File: config.mk
export PLATFORM = sky130hd
export DESIGN_NAME = sram_req_arbiter
export DESIGN_NICKNAME = d
export VERILOG_FILES = /design/src/rtl/sram_req_arbiter.sv
export SDC_FILE = /design/constraint.sdc
export NUM_CORES = 1
export LEC_CHECK = 0
export ABC_AREA = 1
export CAP_MARGIN = 15
export CORE_ASPECT_RATIO = 0.8
export CORE_MARGIN = 3
export CORE_UTILIZATION = 43
export DETAILED_ROUTE_END_ITERATION = 12
export PLACE_DENSITY = 0.81
export SKIP_CTS_REPAIR_TIMING = 1
export SKIP_LAST_GASP = 1
export SYNTH_ARGS = -nofsm -noshare
export SYNTH_HDL_FRONTEND = slang
export SYNTH_SLANG_ARGS = --single-unit
File: constraint.sdc
create_clock -name clk -period 1.9 [get_ports clk]
set_input_delay 0.38 -clock clk [delete_from_list [all_inputs] [get_ports clk]]
set_output_delay 0.38 -clock clk [all_outputs]
set_load 0.01 [all_outputs]
File: src/rtl/sram_req_arbiter.sv
`default_nettype none
// ============================================================================
// Module   : sram_req_arbiter
// Purpose  : Two-client request stage in front of the 16-bit async SRAM
//            controller. Port A (video line fetch, read-only) and port B (CPU
//            read/write) share one controller. Exactly one single-cycle
//            request is issued at a time, address/write data are held for the
//            whole access, and read data is routed back to the owning port.
//            Port A wins ties until it has taken MAX_A_BURST grants in a row
//            while B was waiting.
// Options  : `define SRAM_ARB_TIMEOUT_EN builds a WAIT-state watchdog that
//            aborts after TIMEOUT_CYCLES, returns 16'hDEAD and sets the sticky
//            timeout_err flag.
// Revision : 1.0 - initial release
// ============================================================================
module sram_req_arbiter #(
    parameter int MAX_A_BURST    = 4,
    parameter int TIMEOUT_CYCLES = 255
) (
    input  logic        clk,
    input  logic        rst_n,
    input  logic        a_req,
    input  logic [16:0] a_addr,
    output logic        a_ack,
    output logic [15:0] a_rdata,
    output logic        a_rvalid,
    input  logic        b_req,
    input  logic        b_we,
    input  logic [16:0] b_addr,
    input  logic [15:0] b_wdata,
    output logic        b_ack,
    output logic [15:0] b_rdata,
    output logic        b_rvalid,
    output logic        b_wdone,
    output logic        mem_read_req,
    output logic        mem_write_req,
    output logic [16:0] mem_addr,
    output logic [15:0] mem_wdata,
    input  logic [15:0] mem_rdata,
    input  logic        mem_ready,
    output logic        busy,
    output logic        timeout_err
);

    typedef enum logic [1:0] {
        S_IDLE  = 2'd0,
        S_ISSUE = 2'd1,
        S_WAIT  = 2'd2
    } state_t;

    localparam logic [3:0]  c_MAX_BURST = 4'(MAX_A_BURST);
    localparam logic [15:0] c_TO_LAST   = 16'(TIMEOUT_CYCLES - 1);

    state_t      r_state;
    state_t      w_state_nxt;
    logic        w_grant_a;
    logic        w_grant_b;
    logic        w_done;
    logic        w_to_hit;
    logic        w_finish;
    logic [15:0] w_rdata_in;

    logic        r_owner_b;
    logic        r_op_write;
    logic [3:0]  r_burst;
    logic [16:0] r_addr;
    logic [15:0] r_wdata;
    logic [15:0] r_a_rdata;
    logic [15:0] r_b_rdata;
    logic        r_a_ack;
    logic        r_b_ack;
    logic        r_rd_req;
    logic        r_wr_req;
    logic        r_a_rvalid;
    logic        r_b_rvalid;
    logic        r_b_wdone;
    logic        r_busy;

    // Grant decision and next-state selection; requests are only looked at in IDLE.
    always_comb begin
        w_state_nxt = r_state;
        w_grant_a   = 1'b0;
        w_grant_b   = 1'b0;
        w_done      = 1'b0;
        case (r_state)
            S_IDLE: begin
                if (a_req && (!b_req || (r_burst != c_MAX_BURST))) begin
                    w_grant_a = 1'b1;
                end else if (b_req) begin
                    w_grant_b = 1'b1;
                end
                if (a_req || b_req) begin
                    w_state_nxt = S_ISSUE;
                end
            end
            S_ISSUE: begin
                w_state_nxt = S_WAIT;
            end
            S_WAIT: begin
                if (mem_ready) begin
                    w_done      = 1'b1;
                    w_state_nxt = S_IDLE;
                end else if (w_to_hit) begin
                    w_state_nxt = S_IDLE;
                end
            end
            default: begin
                w_state_nxt = S_IDLE;
            end
        endcase
    end

    // An access ends either on mem_ready or on a watchdog abort.
    assign w_finish = w_done | w_to_hit;

`ifdef SRAM_ARB_TIMEOUT_EN
    logic [15:0] r_to_cnt;
    logic        r_to_err;

    assign w_to_hit    = (r_state == S_WAIT) && !mem_ready && (r_to_cnt == c_TO_LAST);
    assign w_rdata_in  = w_done ? mem_rdata : 16'hDEAD;
    assign timeout_err = r_to_err;

    // Watchdog: counts cycles spent in WAIT, error flag is sticky until reset.
    always_ff @(posedge clk or negedge rst_n) begin
        if (!rst_n) begin
            r_to_cnt <= 16'd0;
            r_to_err <= 1'b0;
        end else begin
            if (r_state == S_WAIT) begin
                r_to_cnt <= r_to_cnt + 16'd1;
            end else begin
                r_to_cnt <= 16'd0;
            end
            if (w_to_hit) begin
                r_to_err <= 1'b1;
            end
        end
    end
`else
    logic w_unused_timeout;

    assign w_to_hit         = 1'b0;
    assign w_rdata_in       = mem_rdata;
    assign timeout_err      = 1'b0;
    assign w_unused_timeout = ^c_TO_LAST;
`endif

    // State register.
    always_ff @(posedge clk or negedge rst_n) begin
        if (!rst_n) begin
            r_state <= S_IDLE;
        end else begin
            r_state <= w_state_nxt;
        end
    end

    // Registered handshake pulses: ack/request in ISSUE, response in the IDLE cycle after completion.
    always_ff @(posedge clk or negedge rst_n) begin
        if (!rst_n) begin
            r_a_ack    <= 1'b0;
            r_b_ack    <= 1'b0;
            r_rd_req   <= 1'b0;
            r_wr_req   <= 1'b0;
            r_a_rvalid <= 1'b0;
            r_b_rvalid <= 1'b0;
            r_b_wdone  <= 1'b0;
            r_busy     <= 1'b0;
        end else begin
            r_a_ack    <= w_grant_a;
            r_b_ack    <= w_grant_b;
            r_rd_req   <= w_grant_a | (w_grant_b & ~b_we);
            r_wr_req   <= w_grant_b & b_we;
            r_a_rvalid <= w_finish & ~r_owner_b;
            r_b_rvalid <= w_finish & r_owner_b & ~r_op_write;
            r_b_wdone  <= w_finish & r_owner_b & r_op_write;
            r_busy     <= (w_state_nxt != S_IDLE);
        end
    end

    // Access datapath: latch on grant, capture read data on completion, track A's burst.
    always_ff @(posedge clk or negedge rst_n) begin
        if (!rst_n) begin
            r_owner_b  <= 1'b0;
            r_op_write <= 1'b0;
            r_burst    <= 4'd0;
            r_addr     <= 17'd0;
            r_wdata    <= 16'd0;
            r_a_rdata  <= 16'd0;
            r_b_rdata  <= 16'd0;
        end else begin
            if (w_grant_a) begin
                r_addr     <= a_addr;
                r_owner_b  <= 1'b0;
                r_op_write <= 1'b0;
                if (b_req) begin
                    if (r_burst != c_MAX_BURST) begin
                        r_burst <= r_burst + 4'd1;
                    end
                end else begin
                    r_burst <= 4'd0;
                end
            end
            if (w_grant_b) begin
                r_addr     <= b_addr;
                r_wdata    <= b_wdata;
                r_owner_b  <= 1'b1;
                r_op_write <= b_we;
                r_burst    <= 4'd0;
            end
            if (w_finish && !r_owner_b) begin
                r_a_rdata <= w_rdata_in;
            end
            if (w_finish && r_owner_b && !r_op_write) begin
                r_b_rdata <= w_rdata_in;
            end
        end
    end

    assign a_ack         = r_a_ack;
    assign b_ack         = r_b_ack;
    assign mem_read_req  = r_rd_req;
    assign mem_write_req = r_wr_req;
    assign mem_addr      = r_addr;
    assign mem_wdata     = r_wdata;
    assign a_rdata       = r_a_rdata;
    assign b_rdata       = r_b_rdata;
    assign a_rvalid      = r_a_rvalid;
    assign b_rvalid      = r_b_rvalid;
    assign b_wdone       = r_b_wdone;
    assign busy          = r_busy;

endmodule
`default_nettype wire

==> impl_metrics.csv <==
group,metric,value,unit
logic_synthesis,syn_nets,456,
global_routing,grt_pass1_wl,14.8,mm
finish,post-route-cell-area,0.00523,mm2
pwr,power,7.96,mW
pwr,vdd_drop_max,0.000792,V
pwr,p_int,5.15,mW
logic_synthesis,synthDistinctLibCells,28,
global_routing,use_met1,25.9,%
logic_synthesis,synth_xor_area_share,0.506,%
logic_synthesis,synth_top_family_by_area,"simple AND/OR/NAND/NOR gates",
sta,max_slew_margin,66.0,%
global_routing,grtUsageTotal,20.3,%
sta,fmax,601,MHz
logic_synthesis,yosysWarnings,0,
critical_path,path_cells,"clkdlybuf4s50_1",
finish,drive_gt1_share,9.18,%
logic_synthesis,synthMuxAreaShare,0,%
logic_synthesis,ys.flop_type,"dfrtp_1",
routing,drt_iter0_drc,66,
critical_path,cp_top_family,"buffers and inverters",
sta,drv_slew,0,
finish,antenna_cells,0,
pwr,p_sw,2.81,mW
sta,fin_hold_ws,-12.2,ps
die,floorplan.initialDensity,45.5,%
logic_synthesis,synth_area_leader_cell,"dfrtp_1",
critical_path,critical_path_arrival,1280,ps
logic_synthesis,async_reset_ff_share,100,%
finish,area_growth,51.1,%
global_routing,grt.busiest_layer,"met2",
logic_synthesis,synth_edf_count,0,
clock_network,clock_latency,350,ps
status,violations,"hold timing",
global_routing,grt_max_degree,39,
sta,setup_viol,0,
sta,rsz0062_at_grt,"false",
placement,post_dp_cell_area,0.00500,mm2
clock_network,cts_tree,"done",
clock_network,cts_sinks,81,
logic_synthesis,yosys.area_share.simple,21.9,%
die,die_area,0.00917,mm2
logic_synthesis,syn_avg_cell_area,9.06,um2
critical_path,crit_type,"flop to output pin",
die,num_io_pins,146,
placement,place_congestion,0.841,
critical_path,cp_slowest_stage_delay,550,ps
die,rows,28,
logic_synthesis,synthCells,382,
logic_synthesis,synth_area_leaders,"dfrtp_1 (59%), nand2_1 (15%), o21ai_1 (4.9%)",
critical_path,crit_path_max_fanout,2,
logic_synthesis,synth_top_cells_by_count,"nand2_1 (138), dfrtp_1 (81), inv_1 (44), o21ai_1 (34), nand3b_1 (17)",
pwr,cellPowerDensity,1520,mW/mm2
critical_path,crit_buf_inv,1,
logic_synthesis,yosysMostFrequentCell,"nand2_1",
clock_network,path_clk_slew,90,ps
critical_path,endpoint_kind,"output pin",
global_routing,antenna_found_initial,0,
sta,period_share,87.6,%
pwr,seqPwrFrac,37.3,%
pwr,pwr-share-comb,44.6,%
status,outcome,"complete, but fails checks",
sta,final_hold_viol_count,4,
logic_synthesis,ys_seq_area_share,58.5,%
critical_path,worstPathRequired,1520,ps
pwr,power_switching_share,35.4,%
routing,vias_per_cell,4.64,
placement,dp_hpwl,6.71,mm
hold_path,hp-class,"input pin to asynchronous set/reset pin",
global_routing,grt_pass1_vias,3086,
sta,tns,0,ps
pwr,clkPwrFrac,18.1,%
logic_synthesis,synth_compound_area_share,9.61,%
pwr,p_leak,2.55,nW
routing,wl_per_cell,13.9,um
placement,port_buffers,144,
job,drv_cap,0,
routing,postRouteAntennaNets,0,
clock_network,root_buffer,"clkbuf_8",
logic_synthesis,netlist_area,0.00346,mm2
die,core,0.00760,mm2
global_routing,use_met2,34.8,%
clock_network,numCtsBuffers,9,
critical_path,start_kind,"flop",
sta,skew,10.6,ps
routing,firstDrtPassIters,4,
sta,tightest_slew,510,ps
logic_synthesis,synthAdderAreaFrac,0.723,%
sta,fin_crit,1660,ps
routing,route.detailed.drc,0,
logic_synthesis,yosys_register_bits,81,
global_routing,grtUsageMet3,5.51,%
routing,routed_wl,8.89,mm
die,die_height,86.3,um
logic_synthesis,synth_top_area_share,58.5,%
routing,routed-via-count,2963,
clock_network,h-tree-depth,3,
critical_path,worst_path_max_delay_cell,"clkdlybuf4s50_1",
clock_network,clockBufferDepth,2,
global_routing,grt-ovfl-total,0,
die,die_w,106,um
finish,nets,603,
==> through the flow <==
stage	utilization, %	cells	setup WS, ps
finish	68.8	639	235
global route	68.8	639	134
CTS	68.8	639	197
detailed placement	65.8	623	104
global placement	65.8	623	166
floorplan	-	382	482
==> layer usage <==
| layer | wire length [um] | vias up |
|---|---|---|
| li1 | - | 1477 |
| met1 | 3770 | 1391 |
| met2 | 4480 | 87 |
| met3 | 556 | 8 |
| met4 | 77 | 0 |
| met5 | 0 | - |
==> path summary, 6_finish.rpt <==
path	from	endpoint	slack [ps]	cells past startpoint
max	mem_addr[7]	mem_addr[7]	240	1
min	rst_n	mem_addr[16]	-10	1
max reg2reg	r_burst[0]	r_burst[3]	250	10
min reg2reg	mem_addr[16]	mem_addr[16]	490	2
max in group asynchronous	rst_n	b_rdata[6]	1310	2
min in group clk	mem_addr[16]	mem_addr[16]	490	2
==> final cells by class <==
| cell class | count | area (um2) |
|---|---|---|
| fill | 588 | 2370 |
| sequential | 81 | 2030 |
| timing repair buffer | 153 | 1520 |
| multi-input combinational | 235 | 1140 |
| inverter | 49 | 185 |
| tap | 105 | 131 |
| clock buffer | 9 | 124 |
| clock inverter | 7 | 106 |
==> kinds of logic (layout without fill, tap and decap cells) <==
group | Yosys count | count (layout)
buf+inv | 66 | 218
simple gates | 172 | 172
compound gates | 58 | 58
other cells | 1 | 1
xor+xnor | 2 | 2
flops | 81 | 81
fa+ha+maj | 2 | 2
==> sequential cells by signal, summed over array words and instances (netlist names) <==
signal	count
a_ack	1
a_rdata	16
a_rvalid	1
b_ack	1
b_rdata	16
b_rvalid	1
b_wdone	1
busy	1
mem_addr	17
mem_read_req	1
mem_wdata	16
mem_write_req	1
r_burst	4
r_op_write	1
r_owner_b	1
r_state	2
==> power groups by stage <==
stage                     combinational, mW  sequential (mW)  clock, mW
after floorplan                        1.32             3.29          0
after global placement                 3.49             2.96          0
after detailed placement               3.61             2.99          0
after CTS                              3.61             2.97       1.49
after global routing                   3.90             3.08       1.56
final                                  3.55             2.97       1.44
==> cells in the final DEF, fill, tap and decap left out, drive strengths merged <==
cell / instances
nand3b: 17
or2: 1
nand2: 143
nor2: 6
clkbuf: 9
conb: 1
a21oi: 2
xnor2: 1
clkdlybuf4s50: 143
ha: 2
xor2: 1
nand3: 4
nor4: 1
dfrtp: 81
bufinv: 2
inv: 53
buf: 10
clkinv: 1
o21ai: 55
o22ai: 1
No activity file was read; power rests on OpenSTA's default activity.
